### src/rtl/exp_sweep_ctrl.sv
// Exhaustive sweep engine: steps every input vector through a combinational block,
// captures its truth table and compares it against a latched expected table.
module exp_sweep_ctrl #(
    parameter int  N_IN   = 4,
    parameter int  SETTLE = 1,
    localparam int V      = 2**N_IN
) (
    input  logic            clk,
    input  logic            rst_n,
    input  logic            start,
    input  logic [V-1:0]    expected,
    output logic [N_IN-1:0] vec,
    input  logic            y_in,
    output logic            busy,
    output logic            done,
    output logic            pass,
    output logic [V-1:0]    truth_table,
    output logic [N_IN:0]   mismatch_cnt,
    output logic [N_IN-1:0] first_fail,
    output logic            fail_valid
);
    typedef enum logic [1:0] {IDLE, WAIT, SAMPLE, FIN} state_t;

    localparam logic [3:0]      SETTLE_C = 4'(SETTLE);
    localparam logic [N_IN-1:0] IDX_LAST = {N_IN{1'b1}};

    state_t          state_q, state_d;
    logic [V-1:0]    exp_q;
    logic [N_IN-1:0] idx_q;
    logic [3:0]      cnt_q;
    logic [1:0]      rst_sync;
    logic            rst_i_n;
    logic            miss;
    logic [N_IN:0]   mc_nxt;

    // Assert asynchronously, release on a clock edge so no flop sees a runt release.
    always_ff @(posedge clk or negedge rst_n) begin
        if (!rst_n) rst_sync <= '0;
        else        rst_sync <= {rst_sync[0], 1'b1};
    end
    assign rst_i_n = rst_sync[1];

    assign vec    = idx_q;
    assign miss   = y_in ^ exp_q[idx_q];
    assign mc_nxt = mismatch_cnt + {{N_IN{1'b0}}, miss};

    always_ff @(posedge clk or negedge rst_i_n) begin
        if (!rst_i_n) state_q <= IDLE;
        else          state_q <= state_d;
    end

    always_comb begin
        state_d = state_q;
        busy    = 1'b0;
        done    = 1'b0;
        case (state_q)
            IDLE:   if (start) state_d = WAIT;
            WAIT: begin
                busy = 1'b1;
                if (cnt_q <= 4'd1) state_d = SAMPLE;
            end
            SAMPLE: begin
                busy    = 1'b1;
                state_d = (idx_q == IDX_LAST) ? FIN : WAIT;
            end
            FIN: begin
                done    = 1'b1;
                state_d = IDLE;
            end
            default: state_d = IDLE;
        endcase
    end

    always_ff @(posedge clk or negedge rst_i_n) begin
        if (!rst_i_n) begin
            exp_q        <= '0;
            idx_q        <= '0;
            cnt_q        <= '0;
            truth_table  <= '0;
            mismatch_cnt <= '0;
            first_fail   <= '0;
            fail_valid   <= 1'b0;
            pass         <= 1'b0;
        end else begin
            case (state_q)
                IDLE: if (start) begin
                    exp_q        <= expected;
                    idx_q        <= '0;
                    cnt_q        <= SETTLE_C;
                    truth_table  <= '0;
                    mismatch_cnt <= '0;
                    first_fail   <= '0;
                    fail_valid   <= 1'b0;
                    pass         <= 1'b0;
                end
                WAIT: cnt_q <= cnt_q - 4'd1;
                SAMPLE: begin
                    truth_table[idx_q] <= y_in;
                    mismatch_cnt       <= mc_nxt;
                    if (miss && !fail_valid) begin
                        first_fail <= idx_q;
                        fail_valid <= 1'b1;
                    end
                    // pass is settled here so it is already valid during the done cycle
                    if (idx_q == IDX_LAST) begin
                        pass <= (mc_nxt == '0);
                    end else begin
                        idx_q <= idx_q + 1'b1;
                        cnt_q <= SETTLE_C;
                    end
                end
                default: ;
            endcase
        end
    end
endmodule

### config.mk
export PLATFORM = sky130hd
export DESIGN_NAME = exp_sweep_ctrl
export DESIGN_NICKNAME = d
export VERILOG_FILES = /design/src/rtl/exp_sweep_ctrl.sv
export SDC_FILE = /design/constraint.sdc
export NUM_CORES = 1
export LEC_CHECK = 0
export CAP_MARGIN = 30
export CORE_UTILIZATION = 40
export CTS_CLUSTER_SIZE = 20
export DETAILED_ROUTE_END_ITERATION = 16
export PLACE_DENSITY = 0.63
export SETUP_SLACK_MARGIN = 0.15
export SLEW_MARGIN = 20
export SYNTH_ARGS = -nofsm -noshare
export SYNTH_HDL_FRONTEND = slang
export SYNTH_SLANG_ARGS = --single-unit
### constraint.sdc
create_clock -name clk -period 5.4 [get_ports clk]
set_clock_uncertainty 0.2 [all_clocks]
set_input_delay 1.35 -clock clk [delete_from_list [all_inputs] [get_ports clk]]
set_output_delay 1.35 -clock clk [all_outputs]
set_load 0.05 [all_outputs]
---- After elaboration in Yosys (flattened, before gate mapping) ----
Cells that the tools add are included.
word-level totals
  flip-flop bits (word level) ............. 55
  output and inout port bits .............. 33
  logic and storage cells ................. 69
cells by class
  add/subtract/negate cells ............... 3
  magnitude comparators ................... 3
  equal/unequal tests ..................... 9
  mux-type cells .......................... 28
  bitwise operators ....................... 1
  reduce and logical (&&, ||, !) cells .... 15
operators with widths
  cell                                                                    count
  16-bit case mux with 2 select lines                                     1
  4-bit two-way mux                                                       5
  16-bit bitwise mux                                                      1
  16-bit two-way mux                                                      1
  4-bit case mux with 2 select lines                                      2
  4-bit case mux with 3 select lines                                      1
  3-bit AND reduction                                                     4
  2-bit != test (second input constant)                                   5
  5-bit case mux with 2 select lines                                      1
  2-bit case mux with 4 select lines                                      1
  1-bit two-way mux                                                       7
  2-bit two-way mux                                                       3
  2-bit AND reduction                                                     3
  5-bit by 1-bit adder with 5-bit output                                  1
  5-bit zero test                                                         1
  4-bit by 5-bit < comparator with 1-bit output (second input constant)   1
  5-bit two-way mux                                                       1
  4-bit by 1-bit adder with 4-bit output (second input constant)          1
  1-bit binary-select mux with 4-bit select                               1
  1-bit demux with 4-bit select                                           1
  2-bit == test (second input constant)                                   2
  4-bit == test (second input constant)                                   1
  4-bit by 1-bit >= comparator with 1-bit output (second input constant)  1
  4-bit by 1-bit <= comparator with 1-bit output (second input constant)  1
  10 further kinds                                                        12

---- Depth between registers and ports, before layout ----
  depth in word-level cells ............... 7
  depth in mapped cells ................... 12
  mapped depth without buffers ............ 11

---- Worst setup path before layout ----
OpenSTA, ideal clock, no wires.
  path type ............................... register to register
  start point ............................. register idx_q[1], in the netlist vec[1]
  end point ............................... register pass
  setup time .............................. 0.083 ns
  arrival ................................. 3.054 ns
  setup slack ............................. 2.063 ns
  cell stages (with the launch flop) ...... 13
  buffers on the path ..................... 1
  period minus slack after synthesis ...... 3.337 ns
  path through ............................ dfrtp_1 > buf_6 > mux2_4 > mux4_2 > nor2b_1 > a41oi_1 > xnor2_1 > ha_1 > ha_1 > nand3_1 > nor2_1 > a22oi_1 > o21ai_0
between the ends
  cells in the longest elaborated chain, start to end .. 7
  elaborated cells on any way between the ends .. 10
  classes of those cells .................. add/sub: 1; eq/ne: 2; mux: 4; bitwise: 1; reduce/logical: 2
RTL lines
  item                                       RTL line  RTL
  from (decl)                                29        logic [N_IN-1:0] idx_q;
  from (signal assigned)                     108       idx_q <= idx_q + 1'b1;
  1-bit binary-select mux with 4-bit select  44        assign miss = y_in ^ exp_q[idx_q];
  1-bit two-way mux (not written as such)    44
  1-bit XOR                                  44
  5-bit by 1-bit adder with 5-bit output     45        assign mc_nxt = mismatch_cnt + {{N_IN{1'b0}}, miss};
  5-bit zero test                            106       pass <= (mc_nxt == '0);
  1-bit two-way mux                          105       if (idx_q == IDX_LAST) begin
  1-bit case mux with 2 select lines         85        case (state_q)
  to (signal assigned)                       106
  to (decl)                                  16        output logic pass,
Parallel ways exist; a longest one is shown, timed or not. The select of a mux whose other input is x is not followed.
A chain may end at the register's enable or synchronous reset.

---- Worst setup path after layout ----
  start point ............................. register idx_q[2], in the netlist vec[2]
  end point ............................... output vec[2]
RTL lines
  item       RTL line  RTL
  to (decl)  12        output logic [N_IN-1:0] vec,
No word-level cell between the ends.

==> results.toml <==
[floorplan]
dieArea_um2 = 7350
num_rows = 30
start_util_pct = 41.3
io_pins = 53
core_area_um2 = 6790
die_width_um = 85.8
die_h_um = 85.8

[sta]
setup_viol = 0
tns_ns = 0
max_slew_margin_pct = 42.4
period_share_pct = 65.8
rsz0062_at_grt = "no"
worstMarginPinSlew_ns = 0.864
max_clock_freq_ghz = 0.281
slew_violations = 0
finalCriticalPeriod_ns = 3.56
hold_viol = 0

[routing]
num_vias = 2119
route.detailed.drc = 0
viasPerCell = 5.13
wl_per_cell_um = 14.4
drt-total-wl_mm = 5.95
ant_nets = 0
drt_iter0_markers = 106
firstDrtPassIters = 4

[placed_design]
routabilityCongestion = 0.766
hpwl_mm = 4.21
port_buffers = 52
place_inst = 405

[finish]
instances_no_fill = 413
diodes = 0
layout-drive-gt1-share_pct = 10.4
post-route-util_pct = 51.5
nets = 349
nFillCells = 649
syn_to_final_growth_pct = 24.7

[synthesis]
yosysSeqAreaShare_pct = 49.0
synth_enable_flop_cells = 0
ys_ff_latch = 55
synth_ff_type = "dfrtp_1"
synth_top_area_share_pct = 49.0
syn-num-nets = 301
netlist_instances = 268
syn_avg_cell_area_um2 = 10.5
synth_cell_type_count = 38
yosysTopAreaCell = "dfrtp_1"
yosysWarnings = 0
async_flop_share_pct = 100
synth.top_cells.by_area = "dfrtp_1 (49%), o21ai_0 (7.7%), mux2_2 (7.2%), ha_1 (5.8%), a21boi_0 (3.7%)"
synth_area_um2 = 2810

[critical_path]
crit_slowest_cell = "clkdlybuf4s50_1"
crit_type = "reg -> out"
path_max_fanout = 20
cp_slowest_stage_delay_ns = 0.92
cpLargestDelayFamily = "buffers and inverters"
start_kind = "flop"
crit_required_ns = 3.85
rrSetupSlack_ns = 2.05
critPathBufInv = 1
end_kind = "primary output"
critPathArrivalTime_ns = 2.01
cp_cell_sequence = "clkdlybuf4s50_1"

[min_path]
hold_class = "reg -> reg"

[clocking]
numCtsBuffers = 5
hold_buffers = 0
clkTransAtPathRegs_ns = 0.09
post_cts_buffers = 0
clock_path_buffers = 2
clock_latency_ns = 0.31
cts_resized = 0
root_buffer = "clkbuf_8"
htreeDepth = 2
cts_tree = "yes"
clock_sinks = 55

[pwr]
peakVddDrop_mv = 0.312
power_density_nw_per_um2 = 569
power.leakage_nw = 1.48
p_total_mw = 1.99

[run]
cap_violations = 0

[global_routing]
track_usage_pct = 17.7
grt_pass1_wl_mm = 10.3
gr-usage-met3_pct = 3.46
grt_pass1_vias = 2073
grt_max_degree = 54
antenna_found_initial = 0
grt_busiest_layer = "met2"
overflow = 0
grt_util_met1_pct = 24.7
use_met2_pct = 28.4

[outcome]
status = "complete, no violations"
-- path summary, 6_finish.rpt --
| kind | from | to | depth (start not counted) |
|---|---|---|---|
| min in group asynchronous | rst_sync[1] | truth_table[4] | 1 |
| min | rst_sync[0] | rst_sync[1] | 0 |
| min reg2reg | rst_sync[0] | rst_sync[1] | 0 |
| max reg2reg | vec[1] | pass | 11 |
| max | vec[2] | vec[2] | 1 |
| max in group asynchronous | rst_n | rst_sync[1] | 1 |
-- final cells by class --
type                       instances  area [um2]  share of cell area (%)
clock inverter                     1        5.00                   0.143
clock buffer                       7        86.3                    2.47
timing repair buffer              54         536                    15.3
sequential                        55        1380                    39.4
tap                               96         120                    3.43
multi-input combinational        192        1340                    38.4
inverter                           8        30.0                   0.858
-- registers in the layout (all words and copies together) (netlist names) --
signal and count:
exp_q 16, truth_table 16, mismatch_cnt 5, cnt_q 4, first_fail 4, vec 4
rst_sync 2, state_q 2, fail_valid 1, pass 1
-- where the power goes --
| group | internal, mW | switching (mW) |
|---|---|---|
| logic | 0.436 | 0.618 |
| registers | 0.555 | 0.149 |
| clock network | 0.104 | 0.129 |
-- per-stage QoR --
stage | hold slack [ns] | setup WS [ns] | cell area, um2
floorplan | 0.131 | 2.06 | 2810
global placement | 0.136 | 2.12 | 3410
global route | 0.187 | 1.74 | 3500
finish | 0.169 | 1.84 | 3500
CTS | 0.171 | 1.84 | 3500
detailed placement | 0.147 | 2.01 | 3410
-- synth_stat cells, drive strengths merged, types with 4 or more instances --
library cell	instances
a21boi	14
a21oi	5
a22o	7
clkbuf	12
dfrtp	55
ha	13
inv	8
mux2	20
mux2i	6
nand2	22
nand2b	4
nand3	8
nor2	12
nor2b	4
o21ai	43
-- per-layer routing --
metal,part of all wire [%],routed length [um]
met3,3.4,200
met5,0,0
met2,47,2800
met4,1.0,61
met1,49,2890
-- layout by cell type, fill, tap and decap left out, drive strengths merged, types with 3 or more instances in the layout --
cell,count
a22o,7
mux2,20
clkdlybuf4s50,52
o21ai,43
nor3,3
clkbuf,7
nand2b,4
inv,8
dfrtp,55
ha,13
a21oi,5
mux2i,6
nand3,8
nor2,12
a21boi,14
and2,3
nor2b,4
nand2,22
-- cell families (layout without fill, tap and decap cells) --
| logic type | count (synthesis) | in the layout | synth area share, % |
|---|---|---|---|
| AO/OA/AOI/OAI | 83 | 83 | 18.5 |
| XOR/XNOR | 4 | 4 | 1.25 |
| adder cells (fa/ha/maj) | 13 | 13 | 5.80 |
| buffers and inverters | 21 | 70 | 3.08 |
| flip-flops | 55 | 55 | 49.0 |
| multiplexers | 27 | 27 | 11.2 |
| other | 1 | 1 | 0.134 |
| AND/OR/NAND/NOR | 64 | 64 | 10.9 |
No activity file was read; power rests on OpenSTA's default activity.
